==> src/rtl/row_result_serializer_if.sv <==
// Row-result bundle: three parallel row words in, one serialized word stream out.
interface row_result_serializer_if #(
    parameter int IO_DATA_WIDTH = 16
);
    logic [IO_DATA_WIDTH-1:0] in_1;
    logic [IO_DATA_WIDTH-1:0] in_2;
    logic [IO_DATA_WIDTH-1:0] in_3;
    logic                     load;
    logic                     load_ready;
    logic [IO_DATA_WIDTH-1:0] out;
    logic                     out_valid;
    logic                     out_ready;
    logic                     out_last;
    logic                     busy;

    modport master (
        output in_1, in_2, in_3, load, out_ready,
        input  load_ready, out, out_valid, out_last, busy
    );

    modport slave (
        input  in_1, in_2, in_3, load, out_ready,
        output load_ready, out, out_valid, out_last, busy
    );
endinterface

==> src/rtl/row_result_serializer.sv <==
// Gathers one word per PE row into a 3-word group and emits it row 1 first.
// Capture bank A refills while send bank B drains, so groups stream without gaps.
module row_result_serializer #(
    parameter int IO_DATA_WIDTH = 16
) (
    input logic                    clk,
    input logic                    arst_in,
    row_result_serializer_if.slave bus
);
    logic [IO_DATA_WIDTH-1:0] a_p0 [3];
    logic [IO_DATA_WIDTH-1:0] b_p1 [3];
    logic                     a_full;
    logic                     b_full;
    logic [1:0]               idx;

    logic                     hs;
    logic                     last_hs;
    logic                     xfer;
    logic [IO_DATA_WIDTH-1:0] word;

    assign hs      = b_full && bus.out_ready;
    assign last_hs = hs && (idx == 2'd2);
    // A hands over when B is idle or is finishing its last word this very edge.
    assign xfer    = a_full && (!b_full || last_hs);

    always_ff @(posedge clk or posedge arst_in) begin
        if (arst_in) begin
            a_full <= 1'b0;
            b_full <= 1'b0;
            idx    <= 2'd0;
            for (int i = 0; i < 3; i++) begin
                a_p0[i] <= '0;
                b_p1[i] <= '0;
            end
        end else begin
            // capture stage: load_ready is !a_full, so a capture never collides with xfer
            if (bus.load && !a_full) begin
                a_p0[0] <= bus.in_1;
                a_p0[1] <= bus.in_2;
                a_p0[2] <= bus.in_3;
                a_full  <= 1'b1;
            end
            // send stage
            if (xfer) begin
                for (int i = 0; i < 3; i++) begin
                    b_p1[i] <= a_p0[i];
                end
                b_full <= 1'b1;
                idx    <= 2'd0;
                a_full <= 1'b0;
            end else if (hs) begin
                if (idx == 2'd2) begin
                    idx    <= 2'd0;
                    b_full <= 1'b0;
                end else begin
                    idx <= idx + 2'd1;
                end
            end
        end
    end

    always_comb begin
        word = '0;
        if (b_full) begin
            case (idx)
                2'd0:    word = b_p1[0];
                2'd1:    word = b_p1[1];
                2'd2:    word = b_p1[2];
                default: word = '0;
            endcase
        end
    end

    assign bus.out        = word;
    assign bus.out_valid  = b_full;
    assign bus.out_last   = b_full && (idx == 2'd2);
    assign bus.load_ready = !a_full;
    assign bus.busy       = a_full || b_full;
endmodule

==> src/flat_wrapper.sv <==
// flat-port wrapper written by rule: the top's interface ports become plain ports
module row_result_serializer_flat 
#(
    parameter int IO_DATA_WIDTH = 16
)
  (clk, arst_in, bus_in_1, bus_in_2, bus_in_3, bus_load, bus_out_ready, bus_load_ready, bus_out, bus_out_valid, bus_out_last, bus_busy);
  row_result_serializer_if #(.IO_DATA_WIDTH(IO_DATA_WIDTH)) bus_i ();
  input logic clk;
  input logic arst_in;
  input wire logic [$bits(bus_i.in_1)-1:0] bus_in_1;
  input wire logic [$bits(bus_i.in_2)-1:0] bus_in_2;
  input wire logic [$bits(bus_i.in_3)-1:0] bus_in_3;
  input wire logic [$bits(bus_i.load)-1:0] bus_load;
  input wire logic [$bits(bus_i.out_ready)-1:0] bus_out_ready;
  output wire logic [$bits(bus_i.load_ready)-1:0] bus_load_ready;
  output wire logic [$bits(bus_i.out)-1:0] bus_out;
  output wire logic [$bits(bus_i.out_valid)-1:0] bus_out_valid;
  output wire logic [$bits(bus_i.out_last)-1:0] bus_out_last;
  output wire logic [$bits(bus_i.busy)-1:0] bus_busy;
  assign bus_i.in_1 = bus_in_1;
  assign bus_i.in_2 = bus_in_2;
  assign bus_i.in_3 = bus_in_3;
  assign bus_i.load = bus_load;
  assign bus_i.out_ready = bus_out_ready;
  assign bus_load_ready = bus_i.load_ready;
  assign bus_out = bus_i.out;
  assign bus_out_valid = bus_i.out_valid;
  assign bus_out_last = bus_i.out_last;
  assign bus_busy = bus_i.busy;
  row_result_serializer #(.IO_DATA_WIDTH(IO_DATA_WIDTH)) u_core (.clk(clk), .arst_in(arst_in), .bus(bus_i));
endmodule
==> config.mk <==
export PLATFORM = sky130hd
export DESIGN_NAME = row_result_serializer_flat
export DESIGN_NICKNAME = d
export VERILOG_FILES = /design/src/rtl/row_result_serializer_if.sv /design/src/rtl/row_result_serializer.sv /design/src/flat_wrapper.sv
export SDC_FILE = /design/constraint.sdc
export NUM_CORES = 1
export LEC_CHECK = 0
export CORE_ASPECT_RATIO = 0.6
export CORE_UTILIZATION = 30
export DETAILED_ROUTE_END_ITERATION = 8
export GPL_ROUTABILITY_DRIVEN = 0
export PLACE_DENSITY = 0.5
export SLEW_MARGIN = 20
export SYNTH_ARGS = -nofsm -noshare
export SYNTH_HDL_FRONTEND = slang
export SYNTH_SLANG_ARGS = --single-unit
==> constraint.sdc <==
create_clock -name clk -period 4.25 [get_ports clk]
set_clock_uncertainty 0.05 [all_clocks]
set_input_delay 0.6375 -clock clk [delete_from_list [all_inputs] [get_ports clk]]
set_output_delay 0.6375 -clock clk [all_outputs]
set_load 0.05 [all_outputs]
==> results of run 1 <==
[stage by stage]
| step | util, % | hold WS [ns] | power (mW) |
|---|---|---|---|
| 2_1_floorplan | - | 0.4074 | 2.929 |
| 3_3_place_gp | 37.35 | 0.4285 | 3.406 |
| 3_5_place_dp | 37.35 | 0.4285 | 3.434 |
| 4_1_cts | 39.81 | 0.4436 | 4.364 |
| 5_1_grt | 39.81 | 0.4645 | 4.550 |
| 6_report | 39.81 | 0.4377 | 4.292 |
[power by group through the flow]
stage               sequential, mW  clock [mW]  combinational [mW]
floorplan                     1.60           0                1.33
global placement              1.75           0                1.66
detailed placement            1.75           0                1.68
CTS                           1.73       0.940                1.69
global route                  1.80       0.974                1.78
finish                        1.72       0.906                1.66
[state kept, by name, indices dropped and copies added, names as in the netlist]
signal / count
u_core.b_p1: 48
u_core.bus.out_valid: 1
u_core.a_full: 1
u_core.idx: 2
u_core.a_p0: 48
[final cells by class]
type / instances / area [um^2]
fillers: 1333 / 8250
repair buffers: 75 / 765.7
clock buffers: 13 / 270.3
inverters: 3 / 13.76
clock inverters: 3 / 67.56
well taps: 192 / 240.2
multi-input cells: 175 / 1598
flip-flops and latches: 100 / 2502
[kinds of logic after synthesis]
logic type,count (synthesis),share of synthesized area [%]
DFF,100,59.12
AOI/OAI and AO/OA,19,2.601
and+or+nand+nor,43,5.380
muxes,113,29.59
buffers and inverters,20,3.310
[routing by layer]
metal / up-vias / share of wire [%]
li1: 1159 / -
met2: 56 / 42
met5: - / 0
met4: 0 / 1.3
met1: 1255 / 51
met3: 11 / 5.6
[worst max-delay path by stage]
stage / end / start / slack, ns / cells after the start
after floorplan: u_core.a_full$_DFFE_PP0P_ / arst_in / 0.94 / 1
after global routing: bus_out[3] / u_core.idx[0]$_DFFE_PP0P_ / 0.48 / 4
final: bus_out[10] / u_core.idx[0]$_DFFE_PP0P_ / 0.67 / 4
after detailed placement: bus_out[10] / u_core.idx[0]$_DFFE_PP0P_ / 1.0 / 4
after global placement: bus_out[10] / u_core.idx[0]$_DFFE_PP0P_ / 1.04 / 4
after CTS: bus_out[10] / u_core.idx[0]$_DFFE_PP0P_ / 0.60 / 4
[synthesized netlist by cell type (2+ instances only)]
cell      number
dfrtp_1      100
mux2_2        88
nand2_1       19
or2_2         17
a21oi_1       16
mux2i_1       16
mux2_1         9
buf_4          7
buf_2          4
buf_6          3
nor2_1         3
clkbuf_1       2
nor2b_1        2
[worst register-to-register path, stage by stage, from the launching register on]
cell,delay [ns]
dfrtp_1,0.76
nand3b_4,0.34
a21oi_4,0.48
buf_12,0.31
mux2_2,0.38
==> flow_summary.toml, run 1 <==
[setup_path]
r2r_cells = 4
cp-end-kind = "output port"
critPathLaunchType = "register"
crit_chain = "mux2i_1 > or2_2 > a21oi_1 > clkdlybuf4s50_1"
slowest_stage = "dfrtp_1"
r2r-start = "u_core.idx[0]$_DFFE_PP0P_"
path_class = "reg2out"
cp_slowest_stage_delay_ns = 1.01
worstPathBufferInverterCount = 1
worst-endpoint-arrival_ns = 2.89
r2r_end = "u_core.b_p1[12]$_DFFE_PP0N_"
crit_family = "flip-flops"
cp_max_fo = 20
cp.required_ns = 3.56
r2r_slack_ns = 1.83

[global_route]
grt_pass1_wl_um = 14010
grt_pass1_vias = 2623
grt_max_degree = 75
grt_usage_pct = 12.78
antenna_found_initial = 0
grt_use_met2_pct = 18.57
grtUsageMet3_pct = 4.520
grt_overflow = 0
grt.busiest_layer = "met2"
grt_use_met1_pct = 17.58

[power]
swShare_pct = 33.96
ir_worst_vdd_mv = 0.4689
powerDensity_nw_per_um2 = 786.5
switching_power_mw = 1.458
power_frac_seq_pct = 40.1
p_int_mw = 2.835
share_comb_of_total_power_pct = 38.8
p_clk_share_pct = 21.1
p_leak_nw = 2.262

[timing]
max_freq_mhz = 279.3
setup_ws_ns = 0.6696
min_period_over_period_pct = 84.25
rsz0062_at_grt = "no"
relSlewSlack_pct = 32.57
worst_slew_pin_slew_ns = 1.011
tns_ns = 0
period_needed_ns = 3.580
hold_viol_final = 0
finalSetupViolCount = 0
drv_slew = 0

[outcome]
status = "finished clean"

[cells_and_area]
final_cell_mix = "100 x dfrtp_1, 88 x mux2_2, 71 x clkdlybuf4s50_1"
final_nets = 416
n_antenna_cell = 0
final_cells = 561
fin_area_um2 = 5458
drive_above_1_share_pct = 34.96
final_common_cell = "dfrtp_1"
area_growth_pct = 28.94

[drt]
vias = 2481
drtAntennaViolNets = 0
viasPerCell = 4.422
drtPass1Iterations = 4
drt_iter0_markers = 60
wl_per_cell_um = 15.13
drc = 0
routed_wl_um = 8487

[clock_tree]
clk_pin_slew_ns = 0.06
cts_tree = "yes"
h-tree-depth = 3
hold_buffers = 0
numCtsBuffers = 9
clk_path_buf_depth = 2
insertion_delay_ns = 0.34
post-cts-setup-buffers = 0
cts.sink_count = 100
cts_resized = 0
cts_root_buf = "clkbuf_16"

[logic_synthesis]
ys.flop_type = "dfrtp_1"
syn_inst = 295
ys_seq_area_share_pct = 59.12
synth_nets = 347
ys.warnings.count = 0
synth.cell_area_um2 = 4233
syn_avg_cell_area_um2 = 14.35
synth_top_area_share_pct = 59.12
async_reset_ff_share_pct = 100.0
ys_top_cells_by_area = "dfrtp_1 59%, mux2_2 23%, mux2i_1 3.8%"
synth-seq-cells = 100
yosys.area.top_type = "dfrtp_1"
synth_cell_types = 22
synth_edf_count = 0

[floorplanning]
die_w_um = 155.3
start_util_pct = 30.88
die_h_um = 94.01
ios = 72
core_region_area_um2 = 13710
row_count = 33
design.die.area_um2 = 14600

[place]
place_area_um2 = 5120
dpl.hpwl_um = 5828
dp_slack_ns = 0.9999
io_buffers = 71
dpl.cell_count = 545

[hold_path]
min_path_type = "reg2reg"
min_path_cells = 1
hold-path-endpoint = "u_core.b_p1[37]$_DFFE_PP0N_"
worstHoldStart = "u_core.b_p1[37]$_DFFE_PP0N_"

[run]
drv_cap = 0
(Power assumes the default switching activity.)
==> inputs of run 2 (changes only) <==
- PLACE_DENSITY: 0.5 -> 0.52
- clock period: 4.25 -> 3.2 ns (I/O delays scaled with it)
==> flow_summary.toml, run 2 (synthesis results as in run 1) <==
[outcome]
status = "finished clean"

[floorplanning]
core_region_area_um2 = 13710
die_w_um = 155.3
die_h_um = 94.01
ios = 72
row_count = 33
start_util_pct = 30.88
design.die.area_um2 = 14600

[place]
io_buffers = 71
dp_slack_ns = 0.6059
dpl.cell_count = 547
dpl.hpwl_um = 5836
place_area_um2 = 5305

[power]
ir_worst_vdd_mv = 0.6728
power_mw = 6.033
powerDensity_nw_per_um2 = 1074
p_leak_nw = 2.354

[drt]
drc = 0
drt_iter0_markers = 76
drtPass1Iterations = 3
wl_per_cell_um = 15.13
drtAntennaViolNets = 0
routed_wl_um = 8474
viasPerCell = 4.423
vias = 2477

[hold_path]
min_path_cells = 1
min_path_type = "reg2reg"

[timing]
finalSetupViolCount = 0
min_period_over_period_pct = 90.15
max_freq_mhz = 346.6
setup_ws_ns = 0.3152
drv_slew = 0
rsz0062_at_grt = "no"
relSlewSlack_pct = 28.24
whs_ns = 0.4338
worst_slew_pin_slew_ns = 1.076
tns_ns = 0
period_needed_ns = 2.885
hold_viol_final = 0

[clock_tree]
clk_path_buf_depth = 2
insertion_delay_ns = 0.34
h-tree-depth = 3
post-cts-setup-buffers = 0
cts_root_buf = "clkbuf_16"
hold_buffers = 0
numCtsBuffers = 9
cts_resized = 0
cts.sink_count = 100
cts_tree = "yes"
clk_pin_slew_ns = 0.06

[setup_path]
worst-endpoint-arrival_ns = 2.35
critPathLaunchType = "register"
cp.required_ns = 2.67
path_class = "reg2out"
r2r_cells = 4
cp-end-kind = "output port"
cp_max_fo = 20

[global_route]
grt_overflow = 0
grt_usage_pct = 12.72
grt_pass1_wl_um = 13870
grt_pass1_vias = 2650
grt_max_degree = 61
antenna_found_initial = 0

[cells_and_area]
area_growth_pct = 32.72
final_cells = 560
top_regs = "u_core.a_p0 (48), u_core.b_p1 (48), u_core.idx (2)"
final_nets = 418
final_common_cell = "dfrtp_1"
fin_area_um2 = 5618
n_antenna_cell = 0
utilization_pct = 40.98
final_cell_mix = "100 x dfrtp_1, 88 x mux2_2, 54 x clkdlybuf4s50_1"
drive_above_1_share_pct = 39.67
fillers = 1283

[run]
drv_cap = 0
-- run 2: cell count changes in the layout (fill, tap and decap cells not counted) --
cell,change
buf_12,+17
buf_4,+2
clkbuf_1,-1
clkbuf_8,-1
clkdlybuf4s50_1,-17
clkinvlp_4,-1
-- run 2: power by group --
group / switching [mW] / leakage (nW) / internal [mW]
logic: 1.17 / 1.01 / 1.43
registers: 0.385 / 1.19 / 1.90
clock network: 0.433 / 0.154 / 0.714
-- run 2: layer usage --
layer | part of all wire (%) | GRT usage (%) | up-vias
met5 | 0 | 0 | -
met4 | 0.80 | 3.676 | 0
met2 | 43 | 19.13 | 54
li1 | - | - | 1160
met1 | 51 | 17.56 | 1254
met3 | 4.7 | 3.921 | 9
-- run 2: path summary, 6_finish.rpt --
path	from	to	slack (ns)
setup / recovery	u_core.idx[0]$_DFFE_PP0P_	bus_out[5]	0.32
hold / removal	u_core.b_p1[39]$_DFFE_PP0N_	u_core.b_p1[39]$_DFFE_PP0N_	0.43
setup reg to reg	u_core.idx[0]$_DFFE_PP0P_	u_core.b_p1[40]$_DFFE_PP0N_	1.01
hold reg to reg	u_core.b_p1[39]$_DFFE_PP0N_	u_core.b_p1[39]$_DFFE_PP0N_	0.43
max in group asynchronous	arst_in	u_core.b_p1[26]$_DFFE_PP0N_	1.89
min in group asynchronous	arst_in	u_core.a_p0[35]$_DFFE_PP0P_	0.50
-- run 2: cell type report --
class	count	area [um^2]	share of cell area, %
clock inverters	2	60.06	1.069
multi-input cells	175	1598	28.44
clock buffers	11	252.7	4.499
inverters	3	13.76	0.2450
well taps	192	240.2	4.276
repair buffers	77	950.9	16.93
flip-flops and latches	100	2502	44.54
-- run 2: critical path, cell delays in order, from the launching register on --
cell     delay (ns)
dfrtp_1        1.05
mux2i_1        0.20
or2_2          0.32
a21oi_1        0.25
buf_12         0.18
==> inputs of run 3 (changes only) <==
- DONT_BUFFER_PORTS: unset -> 1
- PLACE_DENSITY: 0.52 -> 0.45
==> flow_summary.toml, run 3 (synthesis results as in run 1) <==
[drt]
drtAntennaViolNets = 0
routed_wl_um = 8458
routed-wl-met3_um = 460
wl_met2_um = 3757
drc = 0
vias = 2293
viasPerCell = 4.505
drt_iter0_markers = 57
wl_per_cell_um = 16.62
routed.top_layer = "met5"
drtPass1Iterations = 3
wl_met1_um = 4160

[timing]
period_needed_ns = 2.796
setup_ws_ns = 0.4041
worst_slew_pin_slew_ns = 1.013
tns_ns = 0
finalSetupViolCount = 0
drv_slew = 0
relSlewSlack_pct = 32.44
min_period_over_period_pct = 87.37
hold_viol_final = 0
rsz0062_at_grt = "no"
max_freq_mhz = 357.7

[power]
swShare_pct = 35.73
powerDensity_nw_per_um2 = 1129
p_int_mw = 3.533
power_mw = 5.498
p_clk_share_pct = 19.9
p_leak_nw = 2.063
power_frac_seq_pct = 42.1
ir_worst_vdd_mv = 0.8437
share_comb_of_total_power_pct = 38.0
switching_power_mw = 1.965

[cells_and_area]
drive_above_1_share_pct = 46.69
area_growth_pct = 15.02
fin_area_um2 = 4868
final_cell_mix = "100 x dfrtp_1, 88 x mux2_2, 20 x buf_4"
final_nets = 364
final_common_cell = "dfrtp_1"
n_antenna_cell = 0
final_cells = 509
fillers = 1374
top_regs = "u_core.a_p0 (48), u_core.b_p1 (48), u_core.idx (2)"

[global_route]
grt_max_degree = 64
grt_pass1_wl_um = 13880
grt_usage_pct = 12.66
antenna_found_initial = 1
grt_overflow = 0
grt_pass1_vias = 2494

[clock_tree]
h-tree-depth = 3
cts_root_buf = "clkbuf_16"
cts_tree = "yes"
insertion_delay_ns = 0.33
hold_buffers = 0
clk_path_buf_depth = 2
numCtsBuffers = 9
clk_pin_slew_ns = 0.07
cts.sink_count = 100
post-cts-setup-buffers = 0
cts_resized = 0

[floorplanning]
core_region_area_um2 = 13710
row_count = 33
die_h_um = 94.01
die_w_um = 155.3
start_util_pct = 30.88
design.die.area_um2 = 14600
ios = 72

[setup_path]
cp_slowest_stage_delay_ns = 1.01
crit_family = "flip-flops"
cp-end-kind = "output port"
critPathLaunchType = "register"
cp.required_ns = 2.67
r2r_slack_ns = 0.90
worstPathBufferInverterCount = 1
cp_max_fo = 20
slowest_stage = "dfrtp_1"
worst-endpoint-arrival_ns = 2.27
path_class = "reg2out"
crit_chain = "mux2i_1 > or2_2 > a21oi_1 > buf_4"

[place]
place_area_um2 = 4564
dpl.cell_count = 493
dp_slack_ns = 0.7405
io_buffers = 0
dpl.hpwl_um = 6056

[run]
drv_cap = 0

[outcome]
status = "finished clean"

[hold_path]
min_path_type = "in2async"
-- run 3: path summary, 6_finish.rpt --
check,startpoint,to,depth (start not counted)
max reg2reg,u_core.idx[0]$_DFFE_PP0P_,u_core.b_p1[16]$_DFFE_PP0N_,4
max,u_core.idx[0]$_DFFE_PP0P_,bus_out[2],4
min,arst_in,u_core.a_p0[3]$_DFFE_PP0P_,1
max in group asynchronous,arst_in,u_core.a_p0[7]$_DFFE_PP0P_,2
min reg2reg,u_core.b_p1[34]$_DFFE_PP0N_,u_core.b_p1[34]$_DFFE_PP0N_,1
min in group clk,bus_load,u_core.a_full$_DFFE_PP0P_,2
-- run 3: power groups by stage --
| stage | combinational [mW] | sequential (mW) | clock, mW |
|---|---|---|---|
| after detailed placement | 2.11 | 2.35 | 0 |
| after floorplan | 1.76 | 2.13 | 0 |
| after CTS | 2.12 | 2.33 | 1.14 |
| after global routing | 2.26 | 2.41 | 1.19 |
| after global placement | 2.08 | 2.34 | 0 |
| final | 2.09 | 2.31 | 1.09 |
-- run 3: stage by stage --
stage          hold slack [ns]  utilization, %
2_1_floorplan           0.4074               -
3_5_place_dp            0.4277           33.30
3_3_place_gp            0.4213           33.30
6_report                0.1248           35.51
5_1_grt                 0.1795           35.51
4_1_cts                 0.1546           35.51
-- run 3: routing by layer --
metal,track usage (%),vias to the layer above
met1,16.95,1168
met5,0,-
met4,2.941,2
met2,19.28,53
li1,-,1060
met3,4.797,10
-- run 3: layout make-up --
cell class | count | area, um^2 | share of cell area [%]
Sequential cell | 100 | 2502 | 51.40
Multi-Input combinational cell | 175 | 1598 | 32.82
Clock buffer | 11 | 242.7 | 4.986
Tap cell | 192 | 240.2 | 4.934
Timing Repair Buffer | 23 | 210.2 | 4.318
Clock inverter | 5 | 61.31 | 1.259
Inverter | 3 | 13.76 | 0.2827
